<file path="src/rtl/regfile_access_ctrl.sv">
// regfile_access_ctrl
// Serialises decode reads (two operands) and writeback writes onto the
// single-port control of the 32x32 RegisterFile. Writes win contention until
// MAX_WR_BURST consecutive write grants have starved a pending read. After that
// the read is forced through. Read operands are returned on a valid/ready
// response channel.
// Optional build macro: RF_R0_ZERO_EN. When it is defined, r0 is hard-wired
// to zero: writes to r0 are accepted but never reach the RegisterFile, and r0
// operands read back as 0.
module regfile_access_ctrl #(
    parameter int DATA_W       = 32,
    parameter int ADDR_W       = 5,
    parameter int MAX_WR_BURST = 4
) (
    input  logic              clk,
    input  logic              rst,
    input  logic              rd_req_valid,
    output logic              rd_req_ready,
    input  logic [ADDR_W-1:0] rd_addr_a,
    input  logic [ADDR_W-1:0] rd_addr_b,
    output logic              rd_rsp_valid,
    input  logic              rd_rsp_ready,
    output logic [DATA_W-1:0] rd_data_a,
    output logic [DATA_W-1:0] rd_data_b,
    input  logic              wr_valid,
    output logic              wr_ready,
    input  logic [ADDR_W-1:0] wr_addr,
    input  logic [DATA_W-1:0] wr_data,
    output logic [DATA_W-1:0] rf_in,
    output logic [ADDR_W-1:0] rf_addr_a,
    output logic [ADDR_W-1:0] rf_addr_b,
    output logic              rf_rw,
    output logic              rf_sel,
    input  logic [DATA_W-1:0] rf_out_a,
    input  logic [DATA_W-1:0] rf_out_b
);

    typedef enum logic [2:0] {S_IDLE, S_WR, S_RD, S_CAPT, S_RSP} state_t;

    localparam logic [3:0] BURST_LIMIT = 4'(MAX_WR_BURST);

    state_t                   state_q, state_d;
    logic [3:0]               burst_q, burst_d;
    logic [ADDR_W-1:0]        wr_addr_q, wr_addr_d;
    logic [DATA_W-1:0]        wr_data_q, wr_data_d;
    logic [1:0][ADDR_W-1:0]   rd_addr_q, rd_addr_d;
    logic [1:0][DATA_W-1:0]   rd_data_q, rd_data_d;
    logic [1:0][DATA_W-1:0]   rf_out_lane;
    logic [1:0][DATA_W-1:0]   capt_lane;
    logic                     wr_grant, rd_grant;
    logic                     wr_block;

    assign rf_out_lane[0] = rf_out_a;
    assign rf_out_lane[1] = rf_out_b;

    // Per-operand capture value; r0 optionally reads as zero.
    generate
        for (genvar gi = 0; gi < 2; gi++) begin : g_lane
`ifdef RF_R0_ZERO_EN
            assign capt_lane[gi] = (rd_addr_q[gi] == '0) ? '0 : rf_out_lane[gi];
`else
            assign capt_lane[gi] = rf_out_lane[gi];
`endif
        end
    endgenerate

    // A write to r0 is swallowed by keeping the RegisterFile deselected.
`ifdef RF_R0_ZERO_EN
    assign wr_block = (wr_addr_q == '0);
`else
    assign wr_block = 1'b0;
`endif

    // Arbitration: grants only in IDLE and never while in reset.
    always_comb begin
        wr_grant = 1'b0;
        rd_grant = 1'b0;
        if (!rst && state_q == S_IDLE) begin
            if (wr_valid && (!rd_req_valid || burst_q < BURST_LIMIT)) begin
                wr_grant = 1'b1;
            end else if (rd_req_valid) begin
                rd_grant = 1'b1;
            end
        end
    end

    assign wr_ready     = wr_grant;
    assign rd_req_ready = rd_grant;

    // Next-state logic: sequencing, request latching, burst counting, capture.
    always_comb begin
        state_d   = state_q;
        burst_d   = burst_q;
        wr_addr_d = wr_addr_q;
        wr_data_d = wr_data_q;
        rd_addr_d = rd_addr_q;
        rd_data_d = rd_data_q;
        case (state_q)
            S_IDLE: begin
                if (wr_grant) begin
                    state_d   = S_WR;
                    wr_addr_d = wr_addr;
                    wr_data_d = wr_data;
                    burst_d   = rd_req_valid ? burst_q + 4'd1 : 4'd0;
                end else if (rd_grant) begin
                    state_d      = S_RD;
                    rd_addr_d[0] = rd_addr_a;
                    rd_addr_d[1] = rd_addr_b;
                    burst_d      = 4'd0;
                end
            end
            S_WR:    state_d = S_IDLE;
            S_RD:    state_d = S_CAPT;
            S_CAPT: begin
                // RegisterFile clears its outputs after this cycle, so grab them now.
                rd_data_d = capt_lane;
                state_d   = S_RSP;
            end
            S_RSP: begin
                if (rd_rsp_ready) begin
                    state_d = S_IDLE;
                end
            end
            default: state_d = S_IDLE;
        endcase
    end

    // State and datapath registers with synchronous reset.
    always_ff @(posedge clk) begin
        if (rst) begin
            state_q   <= S_IDLE;
            burst_q   <= 4'd0;
            wr_addr_q <= '0;
            wr_data_q <= '0;
            rd_addr_q <= '0;
            rd_data_q <= '0;
        end else begin
            state_q   <= state_d;
            burst_q   <= burst_d;
            wr_addr_q <= wr_addr_d;
            wr_data_q <= wr_data_d;
            rd_addr_q <= rd_addr_d;
            rd_data_q <= rd_data_d;
        end
    end

    // RegisterFile control and response outputs decoded from the current state.
    // Reset overrides the select so an access in flight never completes.
    always_comb begin
        rf_sel       = 1'b1;
        rf_rw        = 1'b1;
        rf_addr_a    = '0;
        rf_addr_b    = '0;
        rf_in        = '0;
        rd_rsp_valid = 1'b0;
        case (state_q)
            S_WR: begin
                rf_sel    = rst | wr_block;
                rf_rw     = rst;
                rf_addr_a = wr_addr_q;
                rf_in     = wr_data_q;
            end
            S_RD: begin
                rf_sel    = rst;
                rf_addr_a = rd_addr_q[0];
                rf_addr_b = rd_addr_q[1];
            end
            S_RSP:   rd_rsp_valid = 1'b1;
            default: ;
        endcase
    end

    assign rd_data_a = rd_data_q[0];
    assign rd_data_b = rd_data_q[1];

endmodule

</file>
<file path="config.mk">
export PLATFORM = sky130hd
export DESIGN_NAME = regfile_access_ctrl
export DESIGN_NICKNAME = d
export VERILOG_FILES = /design/src/rtl/regfile_access_ctrl.sv
export SDC_FILE = /design/constraint.sdc
export NUM_CORES = 1
export LEC_CHECK = 0
export CAP_MARGIN = 5
export CORE_MARGIN = 1.5
export CORE_UTILIZATION = 35
export DETAILED_ROUTE_END_ITERATION = 8
export PLACE_DENSITY = 0.78
export SLEW_MARGIN = 20
export SYNTH_ARGS = -nofsm -noshare
export SYNTH_HDL_FRONTEND = slang
export SYNTH_SLANG_ARGS = --single-unit
</file>
<file path="constraint.sdc">
create_clock -name clk -period 2.9 [get_ports clk]
set_input_delay 0.435 -clock clk [delete_from_list [all_inputs] [get_ports clk]]
set_output_delay 0.435 -clock clk [all_outputs]
set_load 0.02 [all_outputs]
</file>
# Word level (Yosys, flattened, before mapping)

Index checks and enable logic that the tools add are counted.

Output and inout port bits: 111
Bits in read-only memories: 0
Bits in latches: 0
Input port bits: 116
Bits in registers: 118
Memories kept: 0
Bits in writable memories: 0
Logic and storage cells: 47

Shift-type cells: 0
Divide/modulo/power cells: 0
Multiplexer cells: 18
Bitwise operators: 1
Add/subtract/negate cells: 1
Reduce and logical (&&, ||, !) cells: 12
$mul: 0
Order comparisons: 1
Equal/unequal tests: 6

Operator list:

| kind                  | count |
|---|---|
| $mux W32              | 1 |
| $mux W4               | 3 |
| $pmux W3 S4           | 1 |
| $pmux W5 S2           | 1 |
| $mux W3               | 3 |
| $mux W1               | 8 |
| $eq A3 B2 Y1 const B  | 2 |
| $reduce_and A2 Y1     | 3 |
| $mux W5               | 1 |
| $add A4 B1 Y4 const B | 1 |
| $lt A4 B3 Y1 const B  | 1 |
| $eq A3 B1 Y1 const B  | 1 |
| $eq A3 B3 Y1 const B  | 1 |
| $logic_not A3 Y1      | 1 |
| $ne A3 B3 Y1 const B  | 1 |
| $reduce_and A3 Y1     | 1 |
| $logic_and A1 B1 Y1   | 2 |
| $logic_not A1 Y1      | 2 |
| $ne A2 B2 Y1 const B  | 1 |
| $reduce_bool A2 Y1    | 1 |
| $reduce_or A2 Y1      | 1 |
| $logic_or A1 B1 Y1    | 1 |
| $not A1 Y1            | 1 |

# Logic depth before layout (Yosys ltp)

Depth in word-level cells: 8
Depth in mapped cells: 5
Depth with buffers taken out: 3

# Least setup slack after synthesis

No wires, ideal clock.

Path kind: register -> output
From: register state_q[1]
To: output port rd_req_ready
Cell stages (with the launch flop): 5
Path buffers: 1
Arrival time: 1453 ps
Setup slack: 1012 ps
Required time: 2465 ps
Cell sequence: dfxtp_1 or4b_4 nor2b_4 buf_8 and2_1

Cells in the longest elaborated chain, start to end: 3

Ends and longest elaborated chain:

| element                | line | text |
|---|---|---|
| start, declared        | 42   | `state_t state_q, state_d;` |
| start signal, assigned | 138  | `state_q <= state_d;` |
| $logic_not A3 Y1       | 78   | `if (!rst && state_q == S_IDLE) begin` |
| $logic_and A1 B1 Y1    | 78   |  |
| $mux W1                | 78   |  |
| end, declared          | 18   | `output logic rd_req_ready,` |

No other way between the ends.

# Worst setup path in the final report

From: input port rd_req_valid
To: output port rd_req_ready

Cells in the longest elaborated chain, start to end: 5
Elaborated cells between the ends (all ways): 6

Ends and longest elaborated chain:

| element             | line | text |
|---|---|---|
| start, declared     | 17   | `input logic rd_req_valid,` |
| $logic_not A1 Y1    | 79   | `if (wr_valid && (!rd_req_valid \|\| burst_q < BURST_LIMIT)) begin` |
| $logic_or A1 B1 Y1  | 79   |  |
| $logic_and A1 B1 Y1 | 79   |  |
| $mux W1 (*)         | 79   |  |
| $mux W1 (*)         | 78   |  |

Every way passes the cells marked *; elsewhere a longest branch is shown, timed or not.

==> impl_metrics.env <==
export IMPL_path_cells="clkdlybuf4s50_1 > or4b_4 > nor2b_4 > and2_1 > clkdlybuf4s50_1"
export IMPL_first_pass_iters=4
export IMPL_finalClockSkew_ns=0.00636
export IMPL_cts_setup_buffers=0
export IMPL_boundaryPins=227
export IMPL_vias=4685
export IMPL_vdd_drop_max_uv=375
export IMPL_yosysMostFrequentCell="nand2_1"
export IMPL_fin_crit_ns=2.77
export IMPL_syn_area_um2=4860
export IMPL_power_switching_mw=0.983
export IMPL_clock_sinks=118
export IMPL_dieArea_um2=14600
export IMPL_yosys_warnings=0
export IMPL_seqPwrFrac_pct=40.1
export IMPL_cts_htree_levels=4
export IMPL_cap_violations=0
export IMPL_die_y_um=121
export IMPL_crit_arrival_ns=2.34
export IMPL_clockBufferDepth=2
export IMPL_critPathKind="primary input to output port"
export IMPL_synth_area_leaders="dfxtp_1, nand2_1, a21oi_1"
export IMPL_critPathMaxStageDelay_ns=0.60
export IMPL_synth_seq_cells=118
export IMPL_path_clk_slew_ns=0.05
export IMPL_leakagePower_nw=2.79
export IMPL_synth_top_area_share_pct=48.6
export IMPL_grt_usage_pct=19.2
export IMPL_cp_num_buf_inv=2
export IMPL_tns_ns=0
export IMPL_postRouteAntennaNets=0
export IMPL_n_fill_cell=1177
export IMPL_grt_overflow=0
export IMPL_instances_no_fill=968
export IMPL_internal_power_mw=3.31
export IMPL_cellPowerDensity_nw_per_um2=549
export IMPL_ys_seq_area_share_pct=48.6
export IMPL_cts_resized=0
export IMPL_stdcell_area_um2=7820
export IMPL_multi_input_area_um2=2130
export IMPL_status="finished clean"
export IMPL_post_drt_wl_per_cell_um=14.8
export IMPL_avgSynthCellArea_um2=8.44
export IMPL_crit_path_end_kind="output port"
export IMPL_p_clk_share_pct=47.6
export IMPL_worstMarginPinSlew_ns=0.678
export IMPL_cp_required_ns=2.47
export IMPL_slew_headroom_pct=54.8
export IMPL_dpl_cell_count=936
export IMPL_yosysUniqueCellTypes=29
export IMPL_synth_common_cells="nand2_1, dfxtp_1, a21oi_1, and2_1"
export IMPL_grt_pass1_wl_um=21800
export IMPL_drc_errors=0
export IMPL_synth_edf_count=0
export IMPL_netlist_instances=576
export IMPL_drt_wl_total_um=14300
export IMPL_area_growth_pct=60.8
export IMPL_synth_top_flop_cell="dfxtp_1"
export IMPL_num_rows=42
export IMPL_place_gp_congestion=0.781
export IMPL_antenna_found_initial=0
export IMPL_register_area_um2=2360
export IMPL_drv_slew=0
export IMPL_final_layout_size_suffix_gt1_share_pct=11.6
export IMPL_finalHoldViolCount=0
export IMPL_clock_root_buffer="clkbuf_16"
export IMPL_cts_buffers=17
export IMPL_cts_tree="built"
export IMPL_nets=897
export IMPL_fin_crit_sh_pct=95.6
export IMPL_rsz0062_at_grt="no"
export IMPL_place_area_um2=7200
export IMPL_finish_utilization_pct=58.3
export IMPL_initial_core_util_pct=36.3
export IMPL_port_buffers=226
export IMPL_path_delay_family="buffers and inverters"
export IMPL_worstSetupStartpointType="primary input"
export IMPL_pwr_share_comb_pct=12.3
export IMPL_dieWidth_um=121
export IMPL_max_freq_mhz=361
export IMPL_hold_class="flip-flop to flip-flop"
export IMPL_dr_first_iter_drc_count=280
export IMPL_grt_max_degree=106
export IMPL_antenna_cells=0
export IMPL_setup_violations_final=0
export IMPL_place_hpwl_um=9120
export IMPL_clk_latency_ns=0.41
export IMPL_avgViaCountPerCell=4.84
export IMPL_crit_path_frequent_cell="clkdlybuf4s50_1"
export IMPL_critical_path_max_fanout=3
export IMPL_critPathSlowestCell="clkdlybuf4s50_1"
export IMPL_ctsHoldBuffers=0
export IMPL_grt_pass1_vias=4325
export IMPL_synth_net_count=693
export IMPL_synth_largest_area_cell="dfxtp_1"
export IMPL_coreArea_um2=13400
export IMPL_ys_async_sr_fraction_pct=0
export IMPL_swShare_pct=22.9
-- cell type report --
class / instances / area share [%]
Clock inverter: 10 / 1.31
Clock buffer: 21 / 6.15
Inverter: 38 / 1.83
Tap cell: 176 / 2.82
Multi-Input combinational cell: 366 / 27.2
Timing Repair Buffer: 239 / 30.4
Sequential cell: 118 / 30.2
-- power groups by stage --
stage,Combinational [mW],Clock [mW],Sequential [mW]
after floorplan,0.241,0,1.77
after global placement,0.521,0,1.75
after detailed placement,0.524,0,1.75
after CTS,0.527,2.10,1.72
after global routing,0.569,2.16,1.73
final,0.528,2.04,1.72
-- metrics by stage --
step	total power, mW	setup WS, ns	hold WS (ns)
floorplan	2.01	1.01	0.430
global placement	2.27	0.118	0.440
detailed placement	2.28	0.132	0.446
CTS	4.34	0.106	0.453
global route	4.46	0.00498	0.470
finish	4.29	0.126	0.449
-- sequential cells by signal (all words and copies together) (netlist names) --
| register | cells |
|---|---|
| state_q | 3 |
| wr_addr_q | 5 |
| rd_data_a | 32 |
| wr_data_q | 32 |
| rd_data_b | 32 |
| rd_addr_q | 10 |
| burst_q | 4 |
-- worst reg2reg max path, cell delays in order (launching register included) --
cell and delay (ns):
dfxtp_1 0.50, and3b_2 0.56, buf_4 0.34, nand2_1 0.12
a21oi_1 0.15
-- routing by layer --
layer | track usage (%) | share of wire (%)
met2 | 32.1 | 49
met3 | 6.44 | 7.0
met4 | 8.53 | 2.2
met1 | 22.2 | 42
met5 | 0 | 0
-- layout by cell type (no fill, tap or decap), types with 2 or more instances in the layout --
master / n
a311oi_1: 37
clkbuf_8: 4
a31o_2: 37
clkinv_2: 7
dfxtp_1: 118
a21oi_1: 67
nand2_1: 149
nor3b_1: 2
clkbuf_16: 17
buf_4: 13
and2_1: 40
a22o_1: 7
bufinv_16: 2
mux2i_1: 10
clkdlybuf4s50_1: 225
inv_1: 37
-- logic make-up (layout without fill, tap and decap cells) --
| family | count (synthesis) | in the layout | share of synthesized area (%) |
|---|---|---|---|
| AOI/OAI and AO/OA | 151 | 151 | 21.9 |
| adders and majority gates | 1 | 1 | 0.257 |
| buffers and inverters | 92 | 308 | 7.93 |
| DFF | 118 | 118 | 48.6 |
| muxes | 11 | 11 | 2.29 |
| and+or+nand+nor | 203 | 203 | 19.0 |
-- final timing paths --
kind              cells after the start    startpoint             to  slack, ns
hold / removal                        2  rd_addr_q[6]   rd_addr_q[6]       0.45
setup reg to reg                      4    state_q[1]  rd_data_a[24]       1.16
setup / recovery                      5  rd_req_valid   rd_req_ready       0.13
hold reg to reg                       2  rd_addr_q[6]   rd_addr_q[6]       0.45
Note: power is estimated with default switching activity, not from simulation.
==> patch, RTL diff (same settings) <==
Take the reset off `rd_data_q` and load it in a clocked block of its own.
--- a/src/rtl/regfile_access_ctrl.sv
+++ b/src/rtl/regfile_access_ctrl.sv
@@ -135,3 +135,2 @@
             rd_addr_q <= '0;
-            rd_data_q <= '0;
         end else begin
@@ -142,4 +141,7 @@
             rd_addr_q <= rd_addr_d;
-            rd_data_q <= rd_data_d;
         end
+    end
+
+    always_ff @(posedge clk) begin
+        rd_data_q <= rd_data_d;
     end
Formal check against the unedited RTL: differs if rst is asserted again (counterexample within 4 cycles, from zero or initial values and one cycle with rst high); with rst held inactive, the same outputs for 10 cycles.
==> patch against the unedited design <==
  * Wire length shrank 19%
  * Setup slack lost 0.0088 ns
  * Total power grew 0.55%
  * Cell area shrank 3.7%
  * Non-clock buffer count shrank 6
  * Sequential cell count is the same
  * Area after synthesis shrank 7.4%
  * Via count shrank 30%
  * First-iteration DRC count shrank 35%
  * Critical path type is now flip-flop to output pin
==> patch: results (changes against the unedited design) <==
| Metric | Value |
|---|---|
| Outcome | completed |
| Fin nets | 662 (-26%) |
| Yosys Warn Count | 0 (unchanged) |
| Antenna violations before repair | 0 (unchanged) |
| M2 GR Usage | 0.312 (-0.00961) |
| Grt met1 use | 0.169 (-0.0534) |
| Synth cell count leaders | 64 x edfxtp_1, 54 x dfxtp_1, 47 x nor2b_1 |
| Mapped Nets | 429 (-38%) |
| Synth area leaders | edfxtp_1 43%, dfxtp_1 24%, mux2_2 9.5% |
| Cts bufs inserted | 17 (unchanged) |
| Crit Path Max Fanout | 9 (+6) |
| Longest Clk Path Bufs | 2 (unchanged) |
| H-tree Lvls | 4 (unchanged) |
| Cell-internal power | 3.38 mW (+2.0%) |
| 1st-iter DRT viols | 182 (-35%) |
| Hold path endpoint | burst_q[1]$_SDFFE_PP0P_ |
| Rel. slew slack | 0.631 (+0.0829) |
| Met3 global-route usage | 0.0784 (+0.0140) |
| Worst IR Drop VDD | 0.295 mV (-21%) |
| IO buf count | 226 (unchanged) |
| Worst r2r dst | rd_addr_q[7]$_SDFFE_PP0P_ |
| Fraction of registers with async set/reset | 0 (unchanged) |
| Hold Slack | 0.439 ns (-0.0101 ns) |
| Worst-skew pair later-pin latency | 0.41 ns (about the same) |
| Met3 wire len | 1240 um (+25%) |
| Layout Skew | 0.00705 ns (+0.000686 ns) |
| Dpl cell area | 6950 um^2 (-3.5%) |
| Vias in the first global route | 3,253 (-25%) |
| CP arrival | 2.35 ns |
| Post_cts resized | 0 (unchanged) |
| Post-synth EDFFs | 64 (+64) |
| Worst reg2reg path startpoint | state_q[1]$_SDFFE_PP0P_ |
| Worst-path clk slew | 0.05 ns (about the same) |
| Share of cells above drive strength 1 | 0.168 (+0.0523) |
| Static Leak | 2.78 nW (-0.46%) |
| Hold Path Class | primary input to flip-flop |
| Pin count of the biggest net entering global routing | 44 (-58%) |
| Reg2Reg Setup Slack | 0.87 ns (-0.29 ns) |
| Vias | 3,300 (-30%) |
| Dpl hpwl | 8370 um (-8.2%) |
| N_diodes | 0 (unchanged) |
| Netlist cell types | 36 (+24%) |
| Metal-1 WL | 4180 um (-30%) |
| Final GP Congestion | 0.771 (-1.2%) |
| First-pass GRT wire length | 17,000 um (-22%) |
| FILL cells | 976 (-17%) |
| Worst Hold Depth | 4 (+2) |
| Worst hold start | rst |
| DR top layer | met4 |
| Drt total wl | 11,600 um (-19%) |
| Post-synthesis sequential area ratio | 0.667 (+0.181) |
| First-pass iteration count of the detailed router | 4 (unchanged) |
| Routed wire length on met2 | 6040 um (-14%) |
| Tot GR Track Use | 0.171 (-0.0207) |
## patch: through the flow
step	utilization	cells	setup WS [ns]
3_5_place_dp	0.553	698	0.488
6_report	0.599	730	0.117
5_1_grt	0.599	730	0.0287
4_1_cts	0.599	730	0.100
3_3_place_gp	0.553	698	0.496
2_1_floorplan	-	312	0.407
## patch: power by group through the flow
stage               logic, mW  clock network, mW  registers, mW
global route            0.465               2.14           1.87
floorplan               0.186                  0           1.90
finish                  0.432               2.02           1.86
global placement        0.424                  0           1.89
detailed placement      0.435                  0           1.90
CTS                     0.438               2.07           1.86
## patch: final cells by class
class	count	area, um^2	share of cell area
clock buffers	17	425	0.0565
clock inverters	15	155	0.0206
well taps	172	215	0.0286
flip-flops and latches	118	3000	0.399
repair buffers	233	2320	0.308
inverters	3	11.3	0.00150
multi-input cells	172	1400	0.186
## patch: how the worst max path moves through the flow
stage,from,endpoint,slack [ns],cells past startpoint
2_1_floorplan,state_q[2]$_SDFFE_PP0P_,rd_data_a[0]$_DFFE_PP_,0.41,2
3_3_place_gp,rst,rd_req_ready,0.50,4
3_5_place_dp,rst,rd_req_ready,0.49,4
4_1_cts,state_q[1]$_SDFFE_PP0P_,rd_req_ready,0.10,3
5_1_grt,state_q[0]$_SDFFE_PP0P_,rf_addr_a[4],0.03,4
6_report,state_q[1]$_SDFFE_PP0P_,rd_req_ready,0.12,3
## patch: cells by family after synthesis
group                    count (synthesis)  share of synthesized area
flip-flops                             118                      0.667
multiplexers                            47                      0.125
AND/OR/NAND/NOR                        107                      0.151
buffers and inverters                   22                     0.0247
AO/OA/AOI/OAI                           17                     0.0292
adder cells (fa/ha/maj)                  1                    0.00278
## patch: critical path: stages (launching register included)
cell and delay (ns):
dfxtp_1 0.39, or4_4 0.61, a211oi_4 0.27, clkdlybuf4s50_1 0.66
